**src/rtl/apu_i2s_out.sv**
```systemverilog
// APU audio back-end: box-car decimator, one-entry hold register and a
// mono 16-bit I2S serialiser (left/right carry the same word).
module apu_i2s_out #(
    parameter int DECIM_LOG2 = 5,
    parameter int BCLK_HALF  = 4
) (
    input  logic        clk,
    input  logic        rst_l,
    input  logic        cpu_clk_en,
    input  logic [15:0] audio_in,
    input  logic        mute,
    input  logic        clear_overrun,
    output logic        sample_valid,
    output logic        overrun,
    output logic        i2s_bclk,
    output logic        i2s_lrclk,
    output logic        i2s_sdata
);
    localparam int ACC_W = 16 + DECIM_LOG2;
    localparam int DIV_W = $clog2(BCLK_HALF);
    localparam logic [DIV_W-1:0]      DIV_TC  = DIV_W'(BCLK_HALF - 1);
    localparam logic [DECIM_LOG2-1:0] CNT_MAX = '1;

    // decimator
    logic [ACC_W-1:0]      acc_q, acc_d, sum;
    logic [DECIM_LOG2-1:0] cnt_q, cnt_d;
    logic [15:0]           avg;
    logic                  dec_wr;

    // hold register and status
    logic [15:0] hold_q, hold_d;
    logic        hold_full_q, hold_full_d;
    logic        valid_q, valid_d;
    logic        ovr_q, ovr_d;
    logic        ovr_set;

    // serialiser
    logic [DIV_W-1:0] div_q, div_d;
    logic             bclk_q, bclk_d;
    logic [4:0]       slot_q, slot_d, slot_nx;
    logic [31:0]      sr_q, sr_d;
    logic             sdata_q, sdata_d;
    logic             lr_q, lr_d;
    logic             div_tc, bclk_fall, frame_load, consume;
    logic [15:0]      load_word;

    assign sum    = acc_q + ACC_W'(audio_in);
    assign avg    = sum[DECIM_LOG2 +: 16];
    assign dec_wr = cpu_clk_en && (cnt_q == CNT_MAX);

    assign div_tc     = (div_q == DIV_TC);
    assign bclk_fall  = div_tc && bclk_q;
    assign slot_nx    = slot_q + 5'd1;
    assign frame_load = bclk_fall && (slot_q == 5'd31);
    // A frame load always drains a pending sample; mute only replaces the word.
    assign consume    = frame_load && hold_full_q;
    assign load_word  = mute        ? 16'h0000 :
                        hold_full_q ? hold_q   : sr_q[31:16];
    assign ovr_set    = dec_wr && hold_full_q && !consume;

    always_comb begin
        acc_d = acc_q;
        cnt_d = cnt_q;
        if (cpu_clk_en) begin
            if (dec_wr) begin
                acc_d = '0;
                cnt_d = '0;
            end else begin
                acc_d = sum;
                cnt_d = cnt_q + DECIM_LOG2'(1);
            end
        end
    end

    always_comb begin
        hold_d      = hold_q;
        hold_full_d = hold_full_q;
        // The write lands after the same-cycle consume has taken the old value.
        if (dec_wr) begin
            hold_d      = avg ^ 16'h8000;
            hold_full_d = 1'b1;
        end else if (consume) begin
            hold_full_d = 1'b0;
        end
        valid_d = dec_wr;
        ovr_d   = ovr_set ? 1'b1 : (clear_overrun ? 1'b0 : ovr_q);
    end

    always_comb begin
        div_d   = div_tc ? '0 : div_q + DIV_W'(1);
        bclk_d  = div_tc ? ~bclk_q : bclk_q;
        slot_d  = slot_q;
        sr_d    = sr_q;
        sdata_d = sdata_q;
        lr_d    = lr_q;
        if (bclk_fall) begin
            slot_d = slot_nx;
            if (frame_load) begin
                sr_d    = {load_word, load_word};
                sdata_d = load_word[15];
            end else begin
                sdata_d = sr_q[5'd31 - slot_nx];
            end
            // Word select leads the data by one bit: high for slots 15..30.
            lr_d = (slot_nx >= 5'd15) && (slot_nx != 5'd31);
        end
    end

    always_ff @(posedge clk) begin
        if (!rst_l) begin
            acc_q       <= '0;
            cnt_q       <= '0;
            hold_q      <= '0;
            hold_full_q <= 1'b0;
            valid_q     <= 1'b0;
            ovr_q       <= 1'b0;
            div_q       <= '0;
            bclk_q      <= 1'b0;
            slot_q      <= '0;
            sr_q        <= '0;
            sdata_q     <= 1'b0;
            lr_q        <= 1'b0;
        end else begin
            acc_q       <= acc_d;
            cnt_q       <= cnt_d;
            hold_q      <= hold_d;
            hold_full_q <= hold_full_d;
            valid_q     <= valid_d;
            ovr_q       <= ovr_d;
            div_q       <= div_d;
            bclk_q      <= bclk_d;
            slot_q      <= slot_d;
            sr_q        <= sr_d;
            sdata_q     <= sdata_d;
            lr_q        <= lr_d;
        end
    end

    assign sample_valid = valid_q;
    assign overrun      = ovr_q;
    assign i2s_bclk     = bclk_q;
    assign i2s_lrclk    = lr_q;
    assign i2s_sdata    = sdata_q;

endmodule

```
**config.mk**
```make
export PLATFORM = sky130hd
export DESIGN_NAME = apu_i2s_out
export DESIGN_NICKNAME = d
export VERILOG_FILES = /design/src/rtl/apu_i2s_out.sv
export SDC_FILE = /design/constraint.sdc
export NUM_CORES = 1
export LEC_CHECK = 0
export ABC_AREA = 0
export CORE_MARGIN = 2
export CORE_UTILIZATION = 25
export DETAILED_ROUTE_END_ITERATION = 8
export GPL_ROUTABILITY_DRIVEN = 1
export GPL_TIMING_DRIVEN = 0
export PLACE_DENSITY = 0.44
export SKIP_LAST_GASP = 1
export SLEW_MARGIN = 10
export SYNTH_ARGS = -nofsm -noshare
export SYNTH_HDL_FRONTEND = slang
export SYNTH_SLANG_ARGS = --single-unit
```
**constraint.sdc**
```tcl
create_clock -name clk -period 2.7 [get_ports clk]
set_input_delay 0.405 -clock clk [delete_from_list [all_inputs] [get_ports clk]]
set_output_delay 0.405 -clock clk [all_outputs]
set_load 0.02 [all_outputs]
```
# == Yosys cells after proc, flatten, opt, wreduce, memory -nomap -nowiden ==
# Cells that the tools add are included.
# word_totals
regBits,87
input_bits,21
out_inout_bits,5
# op_classes
addsub,5
n_lt_le_gt_ge,2
eq_ne,4
mux,11
bitwise,3
n_reduce_logical,12
# op_table
cell,count
$mux 16,2
$add 21x16->21,1
$mux 21,1
$add 5x1->5 const B,2
$eq 5x5->1 const B,2
$logic_and 1x1->1,7
$lt 5x6->1 const B,1
$mux 1,6
$bmux 1 s5,1
$ge 5x4->1 const B,1
$mux 5,1
$ne 5x5->1 const B,1
$sub 5x5->5 const A,1
$reduce_bool 2->1,2
$not 1->1,3
$add 2x1->2 const B,1
$eq 2x2->1 const B,1
$reduce_and 2->1,1
$reduce_or 2->1,1
$logic_not 1->1,1

# == Longest topological paths before layout ==
# depth
depth_word,7
depth_mapped,9
depth_no_buf,9

# == Worst setup path after synthesis ==
# No wires, ideal clock.
# synth_timing
kind,input-to-reg
start,input port audio_in[0]
end,register hold_q[11]
arrival_ns,2.169
required_time_ns,2.583
slack_ns,0.414
path_stages,9
n_path_buf,0
cell_sequence,ha_1 inv_1 fa_1 nand2b_1 a21oi_2 o211ai_1 a211oi_2 o21ai_0 a32o_1
# synth_via
elab_chain_cells,1
# synth_rtl
element,line_no,text
start: declaration,10,"input logic [15:0] audio_in,"
$add 21x16->21,47,assign sum = acc_q + ACC_W'(audio_in);
end signal: assignment,126,hold_q <= hold_d;
end: declaration,31,"logic [15:0] hold_q, hold_d;"
# No other way between the ends.
# A chain may end at the register's enable or synchronous reset.

# == Worst setup path in the final report ==
# layout_timing
start,input port audio_in[0]
end,register acc_q[18]
# layout_via
elab_chain_cells,2
# layout_rtl
element,line_no,text
$add 21x16->21,47,
$mux 21,65,if (dec_wr) begin
end signal: assignment,111,acc_q <= '0;
end signal: assignment,124,acc_q <= acc_d;
end: declaration,25,"logic [ACC_W-1:0] acc_q, acc_d, sum;"
# No other way between the ends.

==> metrics.csv <==
metric,value,unit
power_frac_comb,20.9,%
power.share.clock,41.1,%
rr_startpoint,cnt_q[0],
syn_nets,478,
holdCritPathClass,reg2reg,
gp_congestion,0.829,
synthCells,434,
cts_tree,done,
multi_input_area,2370,um2
die_w,129,um
ff_latch_area,1420,um2
ant_nets,0,
use_met1,17.4,%
die_area,16600,um2
yosys-top-cells-area,"dfxtp_1, ha_1, nor2b_1",
area_delta_synth_final,21.1,%
layout_setup_ws,0.0993,ns
relSlewSlack,60.3,%
grt_max_degree,14,
p_leak,0.00181,uW
maxSlewViolCount,0,
p_total,2970,uW
finish.utilization,31.0,%
num_vias,3280,
worst_setup_path_end_kind,register,
avgSynthCellArea,8.97,um2
numCtsBuffers,9,
critPathKind,in2reg,
cp.arrival,2.84,ns
setup.worst_path.start,audio_in[0],
p_sw_share,30.4,%
synth_area,3890,um2
fillers,1607,
vias_per_cell,4.94,
synth_cell_type_count,62,
synth_area_leader_cell,dfxtp_1,
ys_seq_elements,71,
track_usage,13.2,%
place_ws,-0.451,ns
tightest_slew,0.593,ns
io_buffers,25,
period_needed,2.60,ns
drc,0,
dp_cells,647,
fp.dieH,129,um
synth.top_cell.area_share,36.5,%
cp-start-kind,primary input,
core_area,15200,um2
grtUsageMet2,20.7,%
grt_pass1_vias,3216,
reg2reg_depth,9,
synthFlopType,dfxtp_1,
grt.busiest_layer,met2,
p_seq_share,38.0,%
rsz0062_at_grt,false,
timing.rr.end,acc_q[14],
synthArstFlopShare,0,%
synth_edf_count,0,
setup.worst_path.end,acc_q[18],
num_rows,45,
cts.sinks,71,
critPathMaxFanout,6,
drt_iter0_markers,216,
setup-violations-final,0,
cts_buffer_depth,2,
r2r_slack,0.26,ns
io_pins,26,
clk_pin_slew_worst_paths,0.06,ns
root_buffer,clkbuf_16,
grt_overflow,0,
layoutNonFillerInstCount,664,
drive_gt1_share,8.61,%
use_met3,3.33,%
antennaDiodeCount,0,
final_area,4710,um2
insertion_delay,0.35,ns
ys_seq_area_share,36.5,%
required,2.94,ns
p_per_area,630,nW/um2
drv_cap,0,
post-route-period-util,96.3,%
skew,0.00779,ns
h-tree-depth,3,
max_freq,385,MHz
yosys_warnings,0,
hold_viol,0,
antenna_found_initial,0,
wl,10.3,mm
post_drt_wl_per_cell,15.5,um
layout.nets,515,
power.switching,904,uW
initial_utilization,25.6,%
run_status,completed,
hpwl,7.68,mm
grt_pass1_wl,17.0,mm
first_pass_iters,4,
peakVddDrop,306,uV
p_int,2070,uW
post_dp_cell_area,4380,um2
-- metal layers --
| layer | up-vias | wire length [um] |
|---|---|---|
| li1 | 1670 | - |
| met1 | 1541 | 5090 |
| met2 | 51 | 4640 |
| met3 | 18 | 296 |
| met4 | 0 | 267 |
| met5 | - | 0 |
-- cell families (layout without fill, tap and decap cells) --
kind of cell	after synthesis	in the layout	synth area share [%]
compound gates	130	130	24.2
xor+xnor	19	19	4.28
fa+ha+maj	23	23	7.59
buf+inv	32	74	3.31
flops	71	71	36.5
mux	7	7	3.41
simple gates	152	152	20.7
-- registers in the layout (all words and copies together) (netlist names) --
name / flops
acc_q: 21
cnt_q: 5
div_q: 2
hold_full_q: 1
hold_q: 16
i2s_bclk: 1
i2s_lrclk: 1
i2s_sdata: 1
overrun: 1
sample_valid: 1
slot_q: 5
sr_q: 16
-- cells in the mapped netlist (9+ instances only) --
| cell type | count |
|---|---|
| a21oi_1 | 26 |
| ha_1 | 22 |
| a22oi_1 | 19 |
| xor2_1 | 9 |
| a22o_1 | 12 |
| nor2b_1 | 27 |
| o21ai_0 | 15 |
| nand2_1 | 40 |
| nor2_1 | 25 |
| dfxtp_1 | 71 |
| xnor2_1 | 10 |
| clkbuf_1 | 14 |
-- critical path, stage by stage --
cell and delay [ns]:
clkdlybuf4s50_1 0.46, ha_2 0.18, inv_1 0.05, fa_2 0.34, nand2b_4 0.17, a21oi_4 0.19
o211ai_1 0.24, a211oi_4 0.40, buf_4 0.18, o311a_1 0.15, a21boi_1 0.06
-- how the worst min path moves through the flow --
| stage | from | end | slack, ns | cells after the start |
|---|---|---|---|---|
| floorplan | div_q[0] | div_q[0] | 0.40 | 1 |
| global placement | div_q[0] | div_q[0] | 0.41 | 1 |
| detailed placement | div_q[0] | div_q[0] | 0.42 | 1 |
| CTS | div_q[0] | div_q[0] | 0.43 | 1 |
| global route | div_q[0] | div_q[0] | 0.45 | 1 |
| finish | div_q[0] | div_q[0] | 0.43 | 1 |
-- power by group through the flow --
stage | registers (uW) | clock network, uW | logic [uW]
after CTS | 1130 | 1250 | 613
after detailed placement | 1150 | 0 | 605
final | 1130 | 1220 | 621
after floorplan | 1140 | 0 | 431
after global placement | 1150 | 0 | 603
after global routing | 1130 | 1300 | 690
-- per-stage QoR --
step,TNS (ns),hold WS (ns)
after floorplan,0,0.403
after global placement,-2.80,0.412
after detailed placement,-3.09,0.425
after CTS,0,0.433
after global routing,0,0.447
final,0,0.431
-- placed cells by master, fill, tap and decap left out, types with 6 or more instances in the layout --
cell             netlist  layout
nand3_1                7       7
xor2_1                 9       9
xnor2_1               10      10
and2_1                 8       8
a22oi_1               19      19
nor2_1                25      25
o21ai_0               15      15
o21ai_1                6       6
a22o_1                12      12
inv_1                  8       8
buf_2                  7       7
dfxtp_1               71      71
nand2_1               40      40
nor3_1                 7       7
a21oi_1               26      25
nor2b_1               27      27
clkbuf_16              0       9
clkbuf_1              14      15
nand2b_1               7       6
ha_1                  22      21
and3_1                 7       7
clkdlybuf4s50_1        0      25
-- repair_timing --
| item | 4_1_cts | 5_1_grt |
|---|---|---|
| gates cloned | 0 | 0 |
| endpoints found under the setup margin | 2 | 5 |
| setup buffers | 0 | 1 |
| hold buffers | 0 | 0 |
| gates resized for setup | 1 | 6 |
| pin swaps | 1 | 3 |
-- area by class of cell --
cell class | instances | area share, %
multi-input combinational | 331 | 50.3
sequential | 71 | 30.2
timing repair buffer | 26 | 5.47
tap | 188 | 4.99
clock buffer | 10 | 4.86
buffer | 24 | 2.10
clock inverter | 6 | 1.46
inverter | 8 | 0.637
No activity file was read; power rests on OpenSTA's default activity.
